`src/rtl/video_timing_rx.sv`:
```
// Video timing receiver: measures incoming sync timing, locks onto a stable
// frame format and forwards active pixels as a valid/ready stream via a FIFO.
module video_timing_rx #(
  parameter int DEPTH = 16,
  parameter int DW    = 24
) (
  input  logic          clk,
  input  logic          rst,
  input  logic          pclk_ena,
  input  logic          hsync,
  input  logic          vsync,
  input  logic          daten,
  input  logic [DW-1:0] pdata,
  input  logic          ctrl_hsync_pol,
  input  logic          ctrl_vsync_pol,
  input  logic          ctrl_daten_pol,
  input  logic          ovf_clr,
  output logic [7:0]    m_Thsync,
  output logic [15:0]   m_Thgate,
  output logic [15:0]   m_Thlen,
  output logic [7:0]    m_Tvsync,
  output logic [15:0]   m_Tvgate,
  output logic [15:0]   m_Tvlen,
  output logic          locked,
  output logic          eof,
  output logic          out_valid,
  input  logic          out_ready,
  output logic [DW-1:0] out_data,
  output logic          out_sof,
  output logic          out_eol,
  output logic          overflow
);
  localparam int AW = $clog2(DEPTH);

  typedef enum logic [1:0] {SEARCH, ALIGN, MEASURE, LOCKED} state_e;
  state_e state_q, state_d;

  logic          hs_q, vs_q, de_q, hs_p_q, vs_p_q, eof_q;
  logic [DW-1:0] pd_q;
  logic [15:0]   hcnt_q, hcnt_d, hact_q, hact_d, vcnt_q, vcnt_d, vact_q, vact_d;
  logic [15:0]   thgate_q, thgate_d, thlen_q, thlen_d, tvgate_q, tvgate_d, tvlen_q, tvlen_d;
  logic [7:0]    thsync_q, thsync_d, tvsync_q, tvsync_d;
  logic [15:0]   ref_thlen_q, ref_thlen_d, ref_tvlen_q, ref_tvlen_d;
  logic          hs_rise, hs_fall, vs_rise, vs_fall, fmt_same;
  logic [15:0]   vcnt_hs, vact_hs, thlen_new;
  logic          hold_vld_q, hold_vld_d, hold_sof_q, hold_sof_d, sof_pend_q, sof_pend_d;
  logic [DW-1:0] hold_pd_q, hold_pd_d;
  logic          fwd_en, leave, emit, emit_eol, capture;
  logic [DW+1:0] mem [DEPTH];
  logic [AW:0]   wr_ptr_q, rd_ptr_q;
  logic          fifo_empty, fifo_full, fifo_rd, fifo_wr, drop, overflow_q;

  function automatic logic [15:0] sat_inc(input logic [15:0] v);
    return (v == 16'hFFFF) ? v : v + 16'd1;
  endfunction

  function automatic logic [7:0] clip8(input logic [15:0] v);
    return (v > 16'd255) ? 8'hFF : v[7:0];
  endfunction

  // Registered sample and the one before it form the edge detectors.
  assign hs_rise = hs_q & ~hs_p_q;
  assign hs_fall = ~hs_q & hs_p_q;
  assign vs_rise = vs_q & ~vs_p_q;
  assign vs_fall = ~vs_q & vs_p_q;

  // An hs rise coinciding with a vs rise closes the line before the frame.
  assign vcnt_hs   = hs_rise ? sat_inc(vcnt_q) : vcnt_q;
  assign vact_hs   = (hs_rise && hact_q != '0) ? sat_inc(vact_q) : vact_q;
  assign thlen_new = hs_rise ? hcnt_q : thlen_q;
  assign fmt_same  = (thlen_new == ref_thlen_q) && (vcnt_hs == ref_tvlen_q);

  always_comb begin
    // NOTE: every signal assigned here gets a default first, so no latch is inferred.
    hcnt_d = hcnt_q;  hact_d = hact_q;  vcnt_d = vcnt_q;  vact_d = vact_q;
    thsync_d = thsync_q;  thgate_d = thgate_q;  thlen_d = thlen_q;
    tvsync_d = tvsync_q;  tvgate_d = tvgate_q;  tvlen_d = tvlen_q;
    ref_thlen_d = ref_thlen_q;  ref_tvlen_d = ref_tvlen_q;
    if (pclk_ena) begin
      hcnt_d = sat_inc(hcnt_q);
      if (de_q) hact_d = sat_inc(hact_q);
      if (hs_fall) thsync_d = clip8(hcnt_q);
      if (hs_rise) begin
        thlen_d = hcnt_q;
        hcnt_d  = 16'd1;
        if (hact_q != '0) thgate_d = hact_q;
        hact_d = {15'd0, de_q};
      end
      vcnt_d = vcnt_hs;
      vact_d = vact_hs;
      if (vs_fall) tvsync_d = clip8(vcnt_hs);
      if (vs_rise) begin
        tvlen_d     = vcnt_hs;
        tvgate_d    = vact_hs;
        vcnt_d      = '0;
        vact_d      = '0;
        ref_thlen_d = thlen_new;
        ref_tvlen_d = vcnt_hs;
      end
    end
  end

  always_comb begin
    state_d = state_q;
    if (pclk_ena && vs_rise) begin
      case (state_q)
        SEARCH:  state_d = ALIGN;
        ALIGN:   state_d = MEASURE;
        MEASURE: if (fmt_same) state_d = LOCKED;
        LOCKED:  if (!fmt_same) state_d = SEARCH;
        default: state_d = SEARCH;
      endcase
    end
    if (state_q == LOCKED && (hcnt_q == 16'hFFFF || vcnt_q == 16'hFFFF)) state_d = SEARCH;
  end

  always_comb begin
    fwd_en = (state_q == LOCKED);
    leave  = fwd_en && (state_d != LOCKED);
  end

  // One-pixel hold lets the end-of-line marker be decided by the next sample.
  always_comb begin
    emit       = hold_vld_q && (leave || (pclk_ena && fwd_en));
    emit_eol   = leave || !de_q || hs_rise;
    capture    = pclk_ena && fwd_en && !leave && de_q;
    hold_vld_d = capture || (hold_vld_q && !emit);
    hold_pd_d  = capture ? pd_q : hold_pd_q;
    hold_sof_d = capture ? (sof_pend_q || vs_rise) : hold_sof_q;
    sof_pend_d = sof_pend_q;
    if (pclk_ena && vs_rise) sof_pend_d = 1'b1;
    if (capture) sof_pend_d = 1'b0;
  end

  assign fifo_empty = (wr_ptr_q == rd_ptr_q);
  assign fifo_full  = (wr_ptr_q[AW] != rd_ptr_q[AW]) && (wr_ptr_q[AW-1:0] == rd_ptr_q[AW-1:0]);
  assign fifo_rd    = !fifo_empty && out_ready;
  assign fifo_wr    = emit && (!fifo_full || fifo_rd);
  assign drop       = emit && fifo_full && !fifo_rd;

  // NOTE: storage array carries no reset; validity is tracked by the pointers.
  always_ff @(posedge clk) begin
    if (fifo_wr) mem[wr_ptr_q[AW-1:0]] <= {hold_sof_q, emit_eol, hold_pd_q};
  end

  always_ff @(posedge clk) begin
    // NOTE: non-blocking assignments keep every register updating from pre-edge values.
    if (rst) begin
      state_q  <= SEARCH;
      hs_q <= 1'b0;  vs_q <= 1'b0;  de_q <= 1'b0;  hs_p_q <= 1'b0;  vs_p_q <= 1'b0;
      pd_q <= '0;  eof_q <= 1'b0;
      hcnt_q <= '0;  hact_q <= '0;  vcnt_q <= '0;  vact_q <= '0;
      thsync_q <= '0;  thgate_q <= '0;  thlen_q <= '0;
      tvsync_q <= '0;  tvgate_q <= '0;  tvlen_q <= '0;
      ref_thlen_q <= '0;  ref_tvlen_q <= '0;
      hold_vld_q <= 1'b0;  hold_sof_q <= 1'b0;  hold_pd_q <= '0;  sof_pend_q <= 1'b0;
      wr_ptr_q <= '0;  rd_ptr_q <= '0;  overflow_q <= 1'b0;
    end else begin
      state_q <= state_d;
      eof_q   <= pclk_ena && (vsync ^ ctrl_vsync_pol) && !vs_q;
      if (pclk_ena) begin
        hs_p_q <= hs_q;
        vs_p_q <= vs_q;
        hs_q   <= hsync ^ ctrl_hsync_pol;
        vs_q   <= vsync ^ ctrl_vsync_pol;
        de_q   <= daten ^ ctrl_daten_pol;
        pd_q   <= pdata;
      end
      hcnt_q <= hcnt_d;  hact_q <= hact_d;  vcnt_q <= vcnt_d;  vact_q <= vact_d;
      thsync_q <= thsync_d;  thgate_q <= thgate_d;  thlen_q <= thlen_d;
      tvsync_q <= tvsync_d;  tvgate_q <= tvgate_d;  tvlen_q <= tvlen_d;
      ref_thlen_q <= ref_thlen_d;  ref_tvlen_q <= ref_tvlen_d;
      hold_vld_q <= hold_vld_d;  hold_sof_q <= hold_sof_d;  hold_pd_q <= hold_pd_d;
      sof_pend_q <= sof_pend_d;
      if (fifo_wr) wr_ptr_q <= wr_ptr_q + 1'b1;
      if (fifo_rd) rd_ptr_q <= rd_ptr_q + 1'b1;
      if (drop) overflow_q <= 1'b1;
      else if (ovf_clr) overflow_q <= 1'b0;
    end
  end

  assign {out_sof, out_eol, out_data} = fifo_empty ? '0 : mem[rd_ptr_q[AW-1:0]];
  assign out_valid = !fifo_empty;
  assign overflow  = overflow_q;
  assign locked    = fwd_en;
  assign eof       = eof_q;
  assign m_Thsync  = thsync_q;
  assign m_Thgate  = thgate_q;
  assign m_Thlen   = thlen_q;
  assign m_Tvsync  = tvsync_q;
  assign m_Tvgate  = tvgate_q;
  assign m_Tvlen   = tvlen_q;
endmodule
```
`config.mk`:
```
export PLATFORM = sky130hd
export DESIGN_NAME = video_timing_rx
export DESIGN_NICKNAME = d
export VERILOG_FILES = /design/src/rtl/video_timing_rx.sv
export SDC_FILE = /design/constraint.sdc
export NUM_CORES = 1
export LEC_CHECK = 0
export ABC_AREA = 1
export BUFFER_PORTS_ARGS = -buffer_cell sky130_fd_sc_hd__clkbuf_2
export CAP_MARGIN = 0
export CORE_MARGIN = 3
export CORE_UTILIZATION = 40
export DETAILED_ROUTE_END_ITERATION = 8
export GPL_TIMING_DRIVEN = 0
export PLACE_DENSITY_LB_ADDON = 0.05
export SETUP_SLACK_MARGIN = 0.02
export SYNTH_ARGS = -nofsm -noshare
export SYNTH_HDL_FRONTEND = slang
export SYNTH_SLANG_ARGS = --single-unit
```
`constraint.sdc`:
```
create_clock -name clk -period 7.2 [get_ports clk]
set_clock_uncertainty 0.15 [all_clocks]
set_input_delay 1.8 -clock clk [delete_from_list [all_inputs] [get_ports clk]]
set_output_delay 1.8 -clock clk [all_outputs]
set_load 0.05 [all_outputs]
```
Yosys cells after proc, flatten, opt, wreduce, memory -nomap -nowiden
Memories as Yosys holds them, arrays and structs flattened. A register that Yosys moved wholly into a read port is not among the register bits.
Index checks and enable logic that the tools add are counted.
- muxes and demuxes: 26
- multipliers: 0
- div/mod/pow operators: 0
- magnitude comparators: 2
- shifts and indexed selects: 0
- eq/ne operators: 15
- reductions and logical operators: 42
- add/sub/neg operators: 6
- bitwise logic cells: 11
- operator list (cell ; number):
    $mux 16 ; 12
    $add 16x1->16 const B ; 4
    $eq 16x16->1 const B ; 4
    $eq 16x16->1 ; 2
    $gt 16x8->1 const B ; 2
    $mux 26 ; 1
    $logic_and 1x1->1 ; 17
    $mux 8 ; 2
    $reduce_bool 16->1 ; 1
    $add 5x1->5 const B ; 2
    $mux 2 ; 4
    $mux 4 ; 2
    $pmux 2 s4 ; 1
    $reduce_and 2->1 ; 4
    $logic_not 1->1 ; 7
    $logic_or 1x1->1 ; 7
    $ne 2x2->1 const B ; 3
    $reduce_and 3->1 ; 2
    $eq 5x5->1 ; 1
    $and 1x1->1 ; 4
    $eq 2x2->1 const B ; 2
    $eq 4x4->1 ; 1
    $mux 1 ; 4
    $not 1->1 ; 4
    other kinds (6) ; 9
- bits in writable memories: 416
- word-level logic and storage cells: 129
- bits in read-only memories: 0
- register bits: 230
- bits in latches: 0
- memories kept: 1
- memories (memory ; depth ; bits a word ; read ports ; clocked after memory_dff ; write ports ; line ; text):
    mem ; 16 ; 26 ; 1 ; 1 ; 1 ; 49 ; logic [DW+1:0] mem [DEPTH];

Depth between registers and ports, before layout
- word-level depth: 16
- depth in mapped cells: 25
- depth with buffers taken out: 24

Worst setup path after synthesis
Ideal clock, no wire load.
- path kind: input to register
- start point: input pclk_ena
- end point: memory mem[12][0] (netlist bit) (enable)
- path slack: 1.576 ns
- path buffers: 2
- stages on the path: 12
- library setup time: 0.442 ns
- data arrival time: 5.032 ns
- cells stage by stage: clkbuf_1 -> inv_1 -> nor2_1 -> inv_2 -> nor2_1 -> a21oi_2 -> nand3_2 -> nand2_2 -> nand2_2 -> nand3_2 -> buf_2 -> nor3_1
- cells in the longest elaborated chain, start to end: 10
- ends and longest elaborated chain (element ; line ; text):
    from (decl) ; 9 ; input logic pclk_ena,
    $logic_and 1x1->1 ; 105 ; if (pclk_ena && vs_rise) begin
    $mux 2 ; 105 ;
    $mux 2 ; 114 ; if (state_q == LOCKED && (hcnt_q == 16'hFFFF || vcnt_q == 16'hFFFF)) state_d = SEARCH;
    $ne 2x2->1 ; 119 ; leave = fwd_en && (state_d != LOCKED);
    $logic_and 1x1->1 ; 119 ;
    $logic_or 1x1->1 * ; 124 ; emit = hold_vld_q && (leave || (pclk_ena && fwd_en));
    $logic_and 1x1->1 * ; 124 ;
    $logic_and 1x1->1 * ; 138 ; assign fifo_wr = emit && (!fifo_full || fifo_rd);
    $mux 1 * ; 143 ; if (fifo_wr) mem[wr_ptr_q[AW-1:0]] <= {hold_sof_q, emit_eol, hold_pd_q};
    $mux 1 (not written as such) * ; 143 ;
    to (decl) ; 49 ;
Mark *: on every way between the ends. The rest lies on a longest branch, timed or not.

==> out/results.ini <==
[pwr]
p_int_w = 0.006428
vdd_ir_drop_max_mv = 0.1890
fin_total_pwr_w = 0.008740
power.share.sequential = 0.458
power.switching_w = 0.002312
combinational_fraction_of_design_power = 0.114
switching_share_of_total_power = 0.2645
power.clock.fraction = 0.429
power-per-cell-area_nw_per_um2 = 269.2
cellLeakagePower_nw = 12.17

[routing]
routed_wire_length_per_instance_um = 22.15
top_layer = met5
drt_antenna_net_count = 0
detailroute.wirelength.met3_um = 4637
remaining_drc_errors = 0
route.met2.wl_um = 42890
drt-pass1-iter-count = 5
postRouteWirelength_um = 87350
drt_iter0_drc = 1642
drt-vias-per-instance = 5.302
detail_route.wirelength.met1_um = 37470
vias = 20910

[die]
start_util = 0.4078
boundaryPins = 145
die-width_um = 268.8
num_rows = 95
die_h_um = 268.8
fp.coreArea_um2 = 67750
die_area_um2 = 72270

[cts]
postCtsSetupBuffers = 0
numCtsBuffers = 73
postcts_resize_cnt = 0
clock_tree.root_cell = sky130_fd_sc_hd__clkbuf_16
tritoncts_sinks = 650
max-clock-path-buffers = 3
cts-hold-fix-buffers = 0
clk_lat_worst_skew_ps = 620
cts_htree_levels = 3
tritoncts = yes
clkSlewWorstSetupHoldPaths_ps = 60

[final_layout]
mostFrequentLayoutCells = sky130_fd_sc_hd__edfxtp_1 (416), sky130_fd_sc_hd__nand2_1 (338), sky130_fd_sc_hd__o21ai_0 (276)
post-route-util = 0.4792
fin_nets = 3055
final_cell_count_no_fill = 3944
multi_input_area_um2 = 8845
share_of_layout_cells_above_drive_strength_1 = 0.1202
fillerInstances = 6347
syn2layout_area_growth_pct = 17.51
mostFrequentLayoutCell = sky130_fd_sc_hd__edfxtp_1
seqCellArea_um2 = 17180

[sta]
post-route-period-util = 0.8701
clock.fmax_mhz = 159.6
timing.setup.tns_ps = 0
report.final.setup_viol = 0
finalHoldViolCount = 0
hold_slack_ps = 306.0
finalCriticalPeriod_ps = 6265
report.final.slew_viol_count = 0
slew_headroom = 0.2388
tightest_slew_ps = 1142
unrepaired_setup_endpoints_after_global_routing = false

[grt]
grt_pass1_vias = 20390
grt_max_degree = 20
globalRoute.totalOverflow = 0
grt_use_total = 0.2417
antenna_found_initial = 3
grt_first_pass_wirelength_um = 128900

[synthesis]
synthesized_instance_count = 2745
syn_area_per_cell_um2 = 10.07
ys_warn_count = 0
postSynthRegisterBits = 650
postSynthNetCount = 2790
synthesis.area_um2 = 27630
synth_unique_cells = 45
sequential_area_share_after_synthesis = 0.6216

[hold_path]
whs_path_depth = 1
hp-class = register to register

[placed_design]
detailedPlacementHpwl_um = 62690
globalplace.congestion = 0.8987
placed_cells_incl_taps = 3808
portBuffers = 142

[setup_path]
timing.critical_path.arrival_ps = 4310
timing.reg2reg.worst_path_depth = 23
required_ps = 5250
critical_path_fanouts_max = 10
timing_worst_setup_path_type = register to output pin
cp-end-kind = output pin
critical_path_launch_point_type = register

[job]
drv_cap = 0

[run_status]
result_of_the_run = completed

-- metal layers --
| layer | global-route usage | up-vias |
|---|---|---|
| li1 | - | 10100 |
| met1 | 0.3161 | 10060 |
| met2 | 0.4146 | 622 |
| met3 | 0.03960 | 127 |
| met4 | 0.07183 | 4 |
| met5 | 0 | - |
-- power groups by stage --
stage          registers [W]  logic [W]  clock network, W
6_report             0.00400   0.000992           0.00375
5_1_grt              0.00400    0.00107           0.00398
4_1_cts              0.00400    0.00100           0.00384
3_5_place_dp         0.00408   0.000997                 0
3_3_place_gp         0.00408   0.000990                 0
2_1_floorplan        0.00414   0.000591                 0
-- critical path, stage by stage, from the launching register on --
cell,delay (ps)
sky130_fd_sc_hd__dfxtp_1,300
sky130_fd_sc_hd__clkbuf_1,440
sky130_fd_sc_hd__clkbuf_1,420
sky130_fd_sc_hd__buf_1,530
sky130_fd_sc_hd__buf_1,890
sky130_fd_sc_hd__mux2i_1,220
sky130_fd_sc_hd__o211ai_1,220
sky130_fd_sc_hd__nand3_1,90
sky130_fd_sc_hd__a21oi_1,240
sky130_fd_sc_hd__clkbuf_2,330
-- through the flow --
stage          worst slack [ps]  area [um2]
5_1_grt                   635.6       32470
4_1_cts                   866.0       32470
3_5_place_dp               1538       30050
6_report                  935.5       32470
2_1_floorplan              1576       27630
3_3_place_gp              -1909       29430
-- state kept, by name, indices dropped and copies added, names as in the netlist, 2 cells and up, named ones only --
signal / count
wr_ptr_q: 5
hold_pd_q: 24
hact_q: 16
state_q: 2
m_Thlen: 16
m_Tvsync: 8
vact_q: 16
rd_ptr_q: 5
mem: 416
pd_q: 24
vcnt_q: 16
m_Thsync: 8
ref_thlen_q: 16
ref_tvlen_q: 16
m_Tvgate: 16
m_Thgate: 16
hcnt_q: 16
-- cell families after synthesis --
group / Yosys count / synth area share
AO/OA/AOI/OAI: 683 / 0.1355
AND/OR/NAND/NOR: 840 / 0.1317
buffers and inverters: 434 / 0.06127
adder cells (fa/ha/maj): 10 / 0.004528
flip-flops: 650 / 0.6216
multiplexers: 105 / 0.03808
XOR/XNOR: 23 / 0.007290
-- area by class of cell --
class,instances,area share
flip-flops and latches,650,0.5290
multi-input cells,1661,0.2724
clock buffers,97,0.06262
repair buffers,190,0.03834
well taps,873,0.03364
inverters,286,0.03306
plain buffers,148,0.01907
clock inverters,38,0.01179
diodes,1,0.00007707
-- worst paths after layout --
kind	startpoint	slack [ps]	endpoint
setup / recovery	register	940	out_eol
setup reg to reg	hs_q	2580	mem[3][19]
hold / removal	hcnt_q[3]	310	hcnt_q[4]
hold reg to reg	hcnt_q[3]	310	hcnt_q[4]
-- synth_stat cells (all sizes together) --
cell type    n  area, um2
o21ai      279       1400
o21bai       2      15.01
a21oi      275       1388
o31ai        1      7.510
a31oi       12      75.07
dfxtp      234       4684
a211oi       6      45.04
or2          3      18.77
nand4       17      106.4
and3         1      6.260
nor4         6      37.54
nand2      347       1335
o211ai     105      788.3
a2111oi      1      8.760
nor3b        1      7.510
mux2         1      11.26
inv        282       1059
o32ai        1      8.760
nor2       253      982.2
nor3        42      210.2
xnor2        5      43.79
buf         40      214.0
xor2        18      157.7
nand3b      23      176.4
clkbuf     108      405.4
nand3      147      758.2
ha          10      125.1
clkinv       4      15.01
a311oi       1      8.760
mux2i      104       1041
edfxtp     416      12490
Note: power is estimated with default switching activity, not from simulation.
